[config.mk]
export PLATFORM = sky130hd
export DESIGN_NAME = signed_bcd_counter
export DESIGN_NICKNAME = d
export VERILOG_FILES = /design/src/rtl/signed_bcd_counter.sv
export SDC_FILE = /design/constraint.sdc
export NUM_CORES = 1
export LEC_CHECK = 0
export CAP_MARGIN = 0
export CORE_UTILIZATION = 55
export CTS_CLUSTER_DIAMETER = 30
export CTS_CLUSTER_SIZE = 30
export DETAILED_ROUTE_END_ITERATION = 7
export PLACE_DENSITY = 0.73
export REMOVE_ABC_BUFFERS = 1
export SLEW_MARGIN = 0
export SYNTH_ARGS = -nofsm -noshare
export SYNTH_HDL_FRONTEND = slang
export SYNTH_SLANG_ARGS = --single-unit
[constraint.sdc]
create_clock -name Clock -period 3.25 [get_ports Clock]
set_clock_uncertainty 0.2 [all_clocks]
set_input_delay 0.325 -clock Clock [delete_from_list [all_inputs] [get_ports Clock]]
set_output_delay 0.325 -clock Clock [all_outputs]
set_load 0.05 [all_outputs]
[src/rtl/signed_bcd_counter.sv]
// rtl/signed_bcd_counter.sv - sign-magnitude BCD up/down counter driven by one-cycle key command pulses
// Optional wrap at +/-Max instead of saturation when COUNTER_WRAP_EN is defined.
module signed_bcd_counter #(
  parameter int Digits    = 4,
  parameter int InitValue = 0
) (
  input  logic                  Clock,
  input  logic                  Reset,
  input  logic                  iUp,
  input  logic                  iDown,
  input  logic                  iSigned,
  input  logic                  iClear,
  output logic [4*Digits-1:0]   oDigits,
  output logic                  oNegative,
  output logic                  oZero,
  output logic                  oChanged
);

  localparam int W = 4 * Digits;

  function automatic logic [W-1:0] to_bcd(input int value);
    int rem;
    to_bcd = '0;
    rem = value;
    for (int i = 0; i < Digits; i++) begin
      to_bcd[i*4 +: 4] = 4'(rem % 10);
      rem = rem / 10;
    end
  endfunction

  function automatic logic [W-1:0] bcd_inc(input logic [W-1:0] v);
    logic carry;
    bcd_inc = v;
    carry = 1'b1;
    for (int i = 0; i < Digits; i++) begin
      if (carry) begin
        if (v[i*4 +: 4] == 4'd9) begin
          bcd_inc[i*4 +: 4] = 4'd0;
        end else begin
          bcd_inc[i*4 +: 4] = v[i*4 +: 4] + 4'd1;
          carry = 1'b0;
        end
      end
    end
  endfunction

  function automatic logic [W-1:0] bcd_dec(input logic [W-1:0] v);
    logic borrow;
    bcd_dec = v;
    borrow = 1'b1;
    for (int i = 0; i < Digits; i++) begin
      if (borrow) begin
        if (v[i*4 +: 4] == 4'd0) begin
          bcd_dec[i*4 +: 4] = 4'd9;
        end else begin
          bcd_dec[i*4 +: 4] = v[i*4 +: 4] - 4'd1;
          borrow = 1'b0;
        end
      end
    end
  endfunction

  localparam logic [W-1:0] INIT_BCD = to_bcd(InitValue);
  localparam logic [W-1:0] MAX_BCD  = {Digits{4'h9}};

  logic [W-1:0] inc_val, dec_val, next_mag;
  logic         next_neg, changed, mag_zero, mag_max;
  logic [1:0]   n_cmds;

  assign inc_val  = bcd_inc(oDigits);
  assign dec_val  = bcd_dec(oDigits);
  assign mag_zero = (oDigits == '0);
  assign mag_max  = (oDigits == MAX_BCD);
  assign n_cmds   = {1'b0, iUp} + {1'b0, iDown} + {1'b0, iSigned};

  // Conflicting Up/Down/Signed pulses in one cycle are dropped entirely.
  always_comb begin
    next_mag = oDigits;
    next_neg = oNegative;
    changed  = 1'b0;
    if (iClear) begin
      next_mag = '0;
      next_neg = 1'b0;
      changed  = !mag_zero;
    end else if (n_cmds == 2'd1) begin
      if (iUp) begin
        if (oNegative) begin
          next_mag = dec_val;
          changed  = 1'b1;
          if (dec_val == '0) next_neg = 1'b0;
        end else if (mag_max) begin
`ifdef COUNTER_WRAP_EN
          next_mag = '0;
          changed  = 1'b1;
`endif
        end else begin
          next_mag = inc_val;
          changed  = 1'b1;
        end
      end else if (iDown) begin
        if (!oNegative) begin
          // +0 steps across to -1; any other positive value just shrinks.
          next_mag = mag_zero ? inc_val : dec_val;
          next_neg = mag_zero;
          changed  = 1'b1;
        end else if (mag_max) begin
`ifdef COUNTER_WRAP_EN
          next_mag = '0;
          next_neg = 1'b0;
          changed  = 1'b1;
`endif
        end else begin
          next_mag = inc_val;
          changed  = 1'b1;
        end
      end else if (!mag_zero) begin
        next_neg = !oNegative;
        changed  = 1'b1;
      end
    end
  end

  always_ff @(posedge Clock) begin
    if (Reset) begin
      oDigits   <= INIT_BCD;
      oNegative <= 1'b0;
      oZero     <= (INIT_BCD == '0);
      oChanged  <= 1'b0;
    end else begin
      oDigits   <= next_mag;
      oNegative <= next_neg;
      oZero     <= (next_mag == '0);
      oChanged  <= changed;
    end
  end

endmodule
# Word level (Yosys, flattened, before mapping)
# Index checks and enable logic that the tools add are counted.
# totals
output_inout_bits	19
in_bits	6
elab_cells	78
regBits	19
# op_classes
n_reduce_logical	11
n_addsub	10
n_mux	46
eq_ne	7
# op_table
operator	n
$mux 16	8
$mux 4	14
$logic_not 16->1	3
$mux 1	24
$add 4x1->4 const B	4
$eq 16x16->1 const B	1
$eq 4x4->1 const B	4
$logic_not 4->1	4
$sub 4x1->4 const B	4
$ne 3x3->1 const B	1
$add 1x1->2	1
$add 2x1->2	1
$eq 2x1->1 const B	1
$logic_not 1->1	2
$reduce_and 2->1	1
$reduce_or 2->1	1

# Depth between registers and ports, before layout
# logic_depth
word_depth	12
depth_mapped	13
depth_no_buf	10

# Worst setup path after synthesis
# OpenSTA, ideal clock, no wires.
# synth_path
kind	register to register
startpoint	register oDigits[12]
endpoint	register oZero
path_buffers	2
setup_ps	60
t_arrival_ps	2904
path_stages_with_launch	13
required_ps	2990
period_less_slack_ps	3164
slack_ps	86
cell_sequence	dfxtp_1 clkbuf_1 inv_1 ha_1 nor3b_1 nand4_1 clkbuf_1 nand3_1 a32o_1 a31oi_1 nand4_1 nor4_1 a41o_1
# synth_via
elab_chain_len	10
word_cells_on_any_way	19
cone_classes	add/sub (2); eq/ne (2); mux (12); reduce/logical (3)
# synth_lines
element	line	source
from (decl)	13	output logic [4*Digits-1:0] oDigits,
from (signal assigned)	130	oDigits <= next_mag;
$sub 4x1->4 (tied with other cells)	56	bcd_dec[i*4 +: 4] = v[i*4 +: 4] - 4'd1;
$mux 4 (on tied branches)	53, 37	
$mux 4 (on tied branches)	52, 36	
$mux 16 (on tied branches)	103, 91, 106	
$mux 16	101	if (!oNegative) begin
$mux 16	100	end else if (iDown) begin
$mux 16	86	if (iUp) begin
$mux 16 (*)	85	end else if (n_cmds == 2'd1) begin
$mux 16 (*)	81	if (iClear) begin
$logic_not 16->1 (*)	132	oZero <= (next_mag == '0);
to (signal assigned)	127	oZero <= (INIT_BCD == '0);
to (signal assigned)	132	
to (decl)	15	output logic oZero,
# Every way passes the cells marked *; elsewhere a longest branch is shown, timed or not.
# A chain may end at the register's enable or synchronous reset.

# Worst setup path after layout
# layout_path
startpoint	input iDown
endpoint	register oZero
# layout_via
elab_chain_len	6
word_cells_on_any_way	8
cone_classes	add/sub (2); eq/ne (1); mux (4); reduce/logical (1)
# layout_lines
element	line	source
from (decl)	10	input logic iDown,
$add 1x1->2	74	assign n_cmds = {1'b0, iUp} + {1'b0, iDown} + {1'b0, iSigned};
$add 2x1->2	74	
$eq 2x1->1	85	
$mux 16 (*)	85	
$mux 16 (*)	81	
$logic_not 16->1 (*)	132	
# Marked as above.

==> results.sh <==
export IMPL_status="complete, no violations"
export IMPL_cp_max_fo=9
export IMPL_place_port_buffers=24
export IMPL_cts_tree="yes"
export IMPL_synth_seq_cells=19
export IMPL_synth_top_family_by_area="simple AND/OR/NAND/NOR gates"
export IMPL_ios=25
export IMPL_synth_edf_count=0
export IMPL_period_needed_ns=3.219
export IMPL_path_clk_slew_ns=0.09
export IMPL_r2r_start="oDigits[0]"
export IMPL_worstReg2RegEnd="oZero"
export IMPL_dr_pass1_iters=6
export IMPL_initial_core_util=0.5755
export IMPL_netlist_area_um2=2736
export IMPL_chipWidth_um=72.54
export IMPL_synthTopCellsByArea="dfxtp_1, nor2_1, ha_1"
export IMPL_period_share=0.9906
export IMPL_fin_nets=486
export IMPL_overflow=0
export IMPL_yosysSeqAreaShare=0.1390
export IMPL_p_sw_frac=0.4367
export IMPL_finalHoldViolCount=0
export IMPL_drc=0
export IMPL_synth_compound_area_frac=0.3164
export IMPL_cts_buffers=3
export IMPL_postSynthAreaPerCell_um2=6.807
export IMPL_vdd_drop_max_mv=0.1909
export IMPL_p_comb_frac=0.532
export IMPL_fin_setup_tns_ns=0
export IMPL_die_y_um=72.54
export IMPL_synthMostInstantiatedCell="nor2_1"
export IMPL_grt_use_total=0.4484
export IMPL_die_area_um2=5261
export IMPL_numClockSinks=19
export IMPL_synth_fa_ha_area_frac=0.06219
export IMPL_yosysTopAreaCell="dfxtp_1"
export IMPL_wl_per_cell_um=21.56
export IMPL_via_per_inst=7.053
export IMPL_wirelength_um=11490
export IMPL_crit_end="oZero"
export IMPL_powerDensity_nw_per_um2=263.5
export IMPL_end_kind="flop"
export IMPL_drive_gt1_frac=0.2189
export IMPL_grt_pass1_wl_um=17750
export IMPL_syn_to_final_growth_pct=29.77
export IMPL_r2r_cells=11
export IMPL_r2r_setup_slack_ns=0.04
export IMPL_worst_pin_slew_ns=0.5598
export IMPL_synthMuxAreaShare=0.02972
export IMPL_grt_max_degree=22
export IMPL_antenna_found_initial=0
export IMPL_setup_violations=0
export IMPL_cap_violations=0
export IMPL_rows=25
export IMPL_drt_initial_drc_count=535
export IMPL_synth_xor_xnor_area_share=0.006401
export IMPL_synth_ff_type="dfxtp_1"
export IMPL_cts_root_buf="clkbuf_8"
export IMPL_hold_class="reg -> reg"
export IMPL_synth_common_cells="nor2_1, nand2_1, clkbuf_1"
export IMPL_worstPathRequired_ns=3.27
export IMPL_yosys_warnings=0
export IMPL_htree_levels=1
export IMPL_num_vias=3759
export IMPL_ys_types=73
export IMPL_cts_max_path_buffers=2
export IMPL_synth_top_area_share=0.1390
export IMPL_ant_nets=0
export IMPL_place_congestion=1.088
export IMPL_clk_latency_ns=0.27
export IMPL_p_leak_uw=0.001407
export IMPL_antennaDiodeCount=0
export IMPL_synthSimpleGateAreaFrac=0.3713
export IMPL_coreArea_um2=4755
export IMPL_utilization=0.7468
export IMPL_dp_hpwl_um=8495
export IMPL_max_clock_freq_ghz=0.3106
export IMPL_grt_pass1_vias=3453
export IMPL_critPathArrivalTime_ns=3.24
export IMPL_relSlewSlack=0.6254
export IMPL_power_frac_seq=0.270
export IMPL_async_flop_share=0
export IMPL_p_switching_uw=408.6
export IMPL_critical_path_class="in -> reg"
export IMPL_intPower_uw=527.1
export IMPL_synth_cells=402
export IMPL_cp_start_kind="input port"
export IMPL_slew_viol_final=0
export IMPL_clock_power_share=0.199
export IMPL_cp_startpoint="iDown"
## how the worst min path moves through the flow
stage | startpoint | endpoint | slack, ns | cells after the start
after floorplan | Reset | oDigits[1] | 0.20 | 1
final | oDigits[12] | oNegative | 0.54 | 4
after global routing | oDigits[12] | oNegative | 0.58 | 4
after CTS | oDigits[12] | oNegative | 0.53 | 4
after detailed placement | oDigits[12] | oNegative | 0.50 | 4
after global placement | oDigits[12] | oNegative | 0.48 | 4
## registers in the layout, summed over array words and instances, names as in the netlist
name / cells
oDigits: 16
oZero: 1
oNegative: 1
oChanged: 1
## through the flow
stage,instance area (µm²),power (µW),std cells,worst slack (ns),hold slack (ns)
floorplan,2587,519.4,366,-0.08527,0.1966
global placement,3452,716.0,529,-0.1025,0.4807
detailed placement,3452,720.9,529,-0.2202,0.5037
CTS,3498,909.5,533,0.05991,0.5316
global route,3551,974.9,533,-0.09600,0.5774
finish,3551,935.8,533,0.03061,0.5372
## layer usage
metal | GRT usage | routed length, µm | vias to the layer above | share of wire
met5 | 0 | 0 | - | 0
met4 | 0.3333 | 890 | 0 | 0.077
met3 | 0.1375 | 1554 | 101 | 0.14
met2 | 0.6833 | 4890 | 330 | 0.43
met1 | 0.5282 | 4153 | 1672 | 0.36
li1 | - | - | 1656 | -
## worst max-delay path: stages
cell	delay, ns
clkdlybuf4s50_1	0.51
clkinv_1	0.13
fa_1	0.51
nor2b_2	0.17
buf_4	0.21
a21oi_1	0.16
a221oi_2	0.30
o32a_1	0.21
nand4_1	0.18
nor4_2	0.33
a41o_1	0.21
## cell families (layout without fill, tap and decap cells)
family,Yosys count,after routing
adders and majority gates,13,13
AOI/OAI and AO/OA,125,125
and+or+nand+nor,184,184
muxes,8,8
buffers and inverters,51,115
DFF,19,19
xor gates and xnor gates,2,2
## layout by cell type (no fill, tap or decap), types with 5 or more instances in the layout
cell             Yosys  routed
buf_4                0      72
nor4_1               7       6
o21ai_0             22      22
clkdlybuf4s50_1      0      24
nand2b_1             6       6
nand3_1             20      20
nor3b_1              5       5
a21oi_1             24      24
nand2_1             38      38
ha_1                12      11
mux2i_1              7       7
nand4_1              9       9
a221oi_1             9       8
dfxtp_1             19      19
o41ai_1              5       5
a211oi_1             7       5
a31oi_1             12      11
nor3_1              10      10
inv_1               14      14
nor2_1              49      47
## layout make-up
cell class | instances | area, µm²
clock buffer | 3 | 41.29
clock inverter | 1 | 5.005
timing repair buffer | 96 | 780.7
sequential | 19 | 380.4
fill | 391 | 1204
inverter | 15 | 56.30
tap | 67 | 83.83
multi-input combinational | 332 | 2203
## power by group through the flow
stage          combinational [µW]  sequential, µW  clock [µW]
5_1_grt                       526             253         195
6_report                      497             252         186
3_3_place_gp                  460             256           0
3_5_place_dp                  464             257           0
4_1_cts                       466             251         192
2_1_floorplan                 225             294           0
## what timing repair did
action	4_1_cts	5_1_grt
setup endpoints to repair	0	3
hold buffers	0	0
buffers inserted	0	0
resized for setup	0	14
Power figures use the tool's default switching activity.
==> RTL change 1 (same settings) <==
The option `COUNTER_WRAP_EN` is turned on by a define.
--- a/src/rtl/signed_bcd_counter.sv
+++ b/src/rtl/signed_bcd_counter.sv
@@ -1,5 +1,7 @@
 // rtl/signed_bcd_counter.sv - sign-magnitude BCD up/down counter driven by one-cycle key command pulses
 // Optional wrap at +/-Max instead of saturation when COUNTER_WRAP_EN is defined.
+`define COUNTER_WRAP_EN
+
 module signed_bcd_counter #(
   parameter int Digits    = 4,
   parameter int InitValue = 0
Behaviour: no difference found for any inputs over 10 cycles, from zero or initial values and one cycle with Reset high; that may be too few to reach the edited logic, so the function may still have changed.
==> RTL change 1 against the unedited design <==
- the flow now finishes with violations (design-rule violations)
- wire length shrank 4.9%
- die area down 3.2%
- first-iteration DRC count up 41%
- global-route usage decreased by 0.46 points
- sequential share of layout area grew 0.26 points
- maximum frequency rose by 1.3%
- cell area is 2.3% lower
- sequential cell count stayed put
- worst setup slack better by 0.042 ns
- power grew 13%
- synthesized area decreased by 3.3%
- register-to-register slack improved by 0.05 ns
- critical endpoint unchanged
==> RTL change 1: results (changes against the unedited design) <==
stage	metric	value	unit	change
routing	DR iter-0 viols	753		+41%
clock_tree	Clock Pin Slew Worst Setup and Hold Paths	0.08	ns	
routing	Post-route DRC	1		+1
critical_path	critical path's top delay family	simple AND/OR/NAND/NOR gates		
pwr	Sw Share	43.8	%	+0.17 points
place	Placed Cells	488		-7.8%
cells_and_area	Non-Clock Inverter Count	13		-2
critical_path	CP max-delay cell	clkdlybuf4s50_1		
cells_and_area	# fillers	330		-16%
routing	drt pass-1 iters	8		+2
cells_and_area	ClkCell Share	1.30	%	-0.0050 points
synth	top cells by area, synth	dfxtp_1, a21oi_1, ha_1, nor2_1, o21ai_0		
pwr	P_leak	1.33	nW	-5.3%
synth	Syn. warnings	0		unchanged
global_routing	initial antenna violation count	0		unchanged
routing	DR vias	3529		-6.1%
clock_tree	H-tree depth	1		unchanged
cells_and_area	layout cells sized above 1	24.5	%	+2.6 points
cells_and_area	flip-flop count of the largest register after layout	16		unchanged
clock_tree	CTS Buf Count	3		unchanged
clock_tree	post_cts resized	3		+3
place	Routability Congestion	1.12		+3.0%
cells_and_area	Final nets	465		-4.3%
critical_path	CP Max Fanout	7		-2
status	failing checks	design-rule violations		
critical_path	Worst R2R Path Depth	11		unchanged
clock_tree	Post-CTS Setup Inserts	0		unchanged
synth	register area share after synthesis	14.4	%	+0.48 points
synth	Yosys cell types	74		+1.4%
cells_and_area	sequential share of cell area	11.0	%	+0.26 points
synth	Synth Instances	372		-7.5%
cells_and_area	Buffers, non-clock	101		+5.2%
routing	WL/cell	22.0	µm	+2.0%
global_routing	vias in the first global route	3359		-2.7%
place	worst slack, placed	-0.113	ns	+0.107 ns
synth	top_reg_cell synth	dfxtp_1		
synth	fraction of registers with async set/reset	0	%	unchanged
global_routing	largest net degree at the start of global routing	20		-9.1%
cells_and_area	multi-input gate share of total cell area	60.9	%	-1.2 points
timing	Slew headroom	41.0	%	-22 points
routing	final WL	10900	µm	-4.9%
pwr	Worst VDD drop	0.000216	V	+13%
pwr	combinational logic power	0.621	mW	+25%
cells_and_area	Multi-Input Combinational	308		-7.2%
synth	synth cell count leaders	nor2_1, a21oi_1, o21ai_0		
pwr	sequential power share	23.6	%	-3.4 points
global_routing	Total GRT Usage	44.4	%	-0.46 points
pwr	P_sw	0.463	mW	+13%
cells_and_area	largest register by flop count	oDigits		
hold_path	worst hold path depth	3		-1
status	outcome	complete, but fails checks		
clock_tree	Clk Latency, worst-skew pair	0.27	ns	about the same
cells_and_area	Signal buf overhead	23.6	%	+1.6 points
place	HPWL Detailed	8070	µm	-5.0%
critical_path	CP arrival	3.19	ns	-0.05 ns
cells_and_area	clkbuf count	4		+1
global_routing	first-pass GRT wire length	17300	µm	-2.3%
RTL change 1: routing by layer:
layer	vias to the layer above	routed length (µm)	global-route usage, %	share of wire, %
met5	-	0	0	0
li1	1540	-	-	-
met1	1592	4160	56.6	38
met4	0	551	21.8	5.0
met2	325	4590	67.2	42
met3	72	1630	14.6	15
RTL change 1: kinds of logic (layout without fill, tap and decap cells):
kind of cell	after synthesis	in the layout	synth area share [%]
simple gates	158	158	33.5
compound gates	125	125	32.5
buf+inv	45	118	7.80
flops	19	19	14.4
fa+ha+maj	13	13	6.43
mux	9	9	4.30
xor+xnor	3	3	0.994
RTL change 1: per-stage QoR:
| step | setup TNS, ns | utilization, % | cell area [µm²] |
|---|---|---|---|
| 6_report | 0 | 77.5 | 3470 |
| 5_1_grt | -0.0269 | 77.5 | 3470 |
| 4_1_cts | 0 | 75.7 | 3390 |
| 3_5_place_dp | -0.127 | 74.5 | 3330 |
| 3_3_place_gp | -0.0167 | 74.5 | 3330 |
| 2_1_floorplan | -1.06 | - | 2490 |
RTL change 1: worst min-delay path: cells and delay by family (launching register included):
| family | cells | cell delay (ns) |
|---|---|---|
| and+or+nand+nor | 1 | 0.05 |
| DFF | 1 | 0.32 |
| buffers and inverters | 1 | 0.09 |
| AOI/OAI and AO/OA | 1 | 0.17 |
RTL change 1: worst paths after layout:
path,from,end,slack [ns]
setup / recovery,iUp,oZero$_SDFF_PP1_,0.07
hold / removal,oDigits[1]$_SDFF_PP0_,oDigits[1]$_SDFF_PP0_,0.47
setup reg to reg,oDigits[5]$_SDFF_PP0_,oZero$_SDFF_PP1_,0.09
hold reg to reg,oDigits[1]$_SDFF_PP0_,oDigits[1]$_SDFF_PP0_,0.47
==> RTL change 2 (same flow settings) <==
Without the edit above. Put one more register stage on the output `oDigits`, with the module's reset. The value now appears one clock later. The other outputs are not delayed to match.
--- a/src/rtl/signed_bcd_counter.sv
+++ b/src/rtl/signed_bcd_counter.sv
@@ -17,6 +17,8 @@
 );
 
   localparam int W = 4 * Digits;
+
+  logic [4*Digits-1:0] oDigits_s0;
 
   function automatic logic [W-1:0] to_bcd(input int value);
     int rem;
@@ -67,15 +69,15 @@
   logic         next_neg, changed, mag_zero, mag_max;
   logic [1:0]   n_cmds;
 
-  assign inc_val  = bcd_inc(oDigits);
-  assign dec_val  = bcd_dec(oDigits);
-  assign mag_zero = (oDigits == '0);
-  assign mag_max  = (oDigits == MAX_BCD);
+  assign inc_val  = bcd_inc(oDigits_s0);
+  assign dec_val  = bcd_dec(oDigits_s0);
+  assign mag_zero = (oDigits_s0 == '0);
+  assign mag_max  = (oDigits_s0 == MAX_BCD);
   assign n_cmds   = {1'b0, iUp} + {1'b0, iDown} + {1'b0, iSigned};
 
   // Conflicting Up/Down/Signed pulses in one cycle are dropped entirely.
   always_comb begin
-    next_mag = oDigits;
+    next_mag = oDigits_s0;
     next_neg = oNegative;
     changed  = 1'b0;
     if (iClear) begin
@@ -122,16 +124,24 @@
 
   always_ff @(posedge Clock) begin
     if (Reset) begin
-      oDigits   <= INIT_BCD;
+      oDigits_s0 <= INIT_BCD;
       oNegative <= 1'b0;
       oZero     <= (INIT_BCD == '0);
       oChanged  <= 1'b0;
     end else begin
-      oDigits   <= next_mag;
+      oDigits_s0 <= next_mag;
       oNegative <= next_neg;
       oZero     <= (next_mag == '0);
       oChanged  <= changed;
     end
   end
 
+  always_ff @(posedge Clock) begin
+    if (Reset) begin
+      oDigits <= '0;
+    end else begin
+      oDigits <= oDigits_s0;
+    end
+  end
+
 endmodule
Check against the original RTL: not equivalent (Yosys sat finds a counterexample within 4 cycles, from zero or initial values and one cycle with Reset high).
==> RTL change 2 against the unedited design <==
- final cell count increased by 9.2%
- worst hold slack worse by 0.21 ns
- die area increased by 19%
- largest cell class unchanged
- cell area increased by 15%
- critical path type is now reg2reg
- synthesized area increased by 20%
- power increased by 45%
- worst setup slack improved by 0.027 ns
- sequential cell count is 16 higher
- wire length is 16% higher
==> RTL change 2: results (changes against the unedited design) <==
stage	metric	value	unit	change
status	outcome	finished, final reports clean		
pwr	Sw Share	38.7	%	-5.0 points
synth	top cells by area, synth	dfxtp_1, nor2_1, a21oi_1, ha_1, nand2_1		
global_routing	GRT met1 Usage	56.4	%	+3.6 points
clock_tree	H-tree depth	2		+1
global_routing	Total GRT Usage	43.7	%	-1.2 points
routing	met2 routed WL	5530	µm	+13%
synth	xor/xnor cell area share of the yosys netlist	1.60	%	+0.96 points
critical_path	CP Max Fanout	11		+2
routing	Post-Route M1 WL	5060	µm	+22%
pwr	Worst VDD drop	0.000249	V	+30%
routing	top sig layer	met5		
critical_path	CP arrival	3.20	ns	-0.04 ns
cells_and_area	layout cells sized above 1	19.8	%	-2.1 points
place	worst slack, placed	-0.103	ns	+0.117 ns
synth	register area share after synthesis	21.4	%	+7.5 points
synth	post-synthesis adder-cell area fraction	5.20	%	-1.0 points
clock_tree	CTS Buf Count	5		+2
routing	DR iter-0 viols	733		+37%
global_routing	grt met3 use	13.4	%	-0.30 points
cells_and_area	Final nets	529		+8.8%
routing	DR vias	4214		+12%
synth	Compound-Gate Fraction of Synth Area	30.2	%	-1.4 points
timing	Worst Max-Slew Pin Slew	0.802	ns	+0.242 ns
place	Routability Congestion	1.03		-4.8%
routing	DR WL met3	2000	µm	+29%
global_routing	vias in the first global route	3814		+10%
synth	post-synthesis mux area share	2.25	%	-0.72 points
global_routing	first-pass GRT wire length	20500	µm	+15%
synth	synth cell count leaders	nor2_1, a21oi_1, dfxtp_1		
clock_tree	Clk Latency, worst-skew pair	0.30	ns	+0.03 ns
pwr	P_leak	1.63	nW	+16%
global_routing	largest net degree at the start of global routing	29		+32%
critical_path	critical path's top delay family	buffers and inverters		
place	HPWL Detailed	9880	µm	+16%
global_routing	GR Layer Usage met2	63.9	%	-4.4 points
[RTL change 2: repair_timing]
| item | 4_1_cts | 5_1_grt |
|---|---|---|
| setup endpoints to repair | 0 | 1 |
| endpoints found under the hold margin | 0 | 0 |
| buffers inserted | 0 | 1 |
[RTL change 2: cell type report]
cell class,count,share of cell area [%]
clock inverter,1,0.122
timing repair buffer,100,20.1
tap,72,2.20
inverter,18,1.65
clock buffer,6,2.02
multi-input combinational,350,56.8
sequential,35,17.1
[RTL change 2: worst paths after layout]
kind | startpoint | end | slack (ns) | depth (start not counted)
setup / recovery | oDigits_s0[4]$_SDFF_PP0_ | oZero$_SDFF_PP1_ | 0.06 | 12
setup reg to reg | oDigits_s0[4]$_SDFF_PP0_ | oZero$_SDFF_PP1_ | 0.06 | 12
hold reg to reg | oDigits_s0[8]$_SDFF_PP0_ | oDigits[8]$_SDFF_PP0_ | 0.33 | 2
hold / removal | oDigits_s0[8]$_SDFF_PP0_ | oDigits[8]$_SDFF_PP0_ | 0.33 | 2
[RTL change 2: power groups by stage]
| stage | Clock, mW | Sequential, mW | Combinational [mW] |
|---|---|---|---|
| 3_3_place_gp | 0 | 0.464 | 0.531 |
| 4_1_cts | 0.339 | 0.455 | 0.536 |
| 3_5_place_dp | 0 | 0.465 | 0.534 |
| 2_1_floorplan | 0 | 0.495 | 0.263 |
| 5_1_grt | 0.354 | 0.457 | 0.586 |
| 6_report | 0.342 | 0.456 | 0.562 |
[RTL change 2: per-stage QoR]
stage	cell area, µm²	TNS (ns)	utilization [%]	cells	power [mW]
floorplan	3090	-0.0154	-	403	0.757
global placement	4000	-0.0748	71.3	574	0.995
detailed placement	4000	-0.104	71.3	574	0.999
CTS	4090	0	72.9	581	1.33
global route	4100	-0.0558	73.0	582	1.40
finish	4100	0	73.0	582	1.36
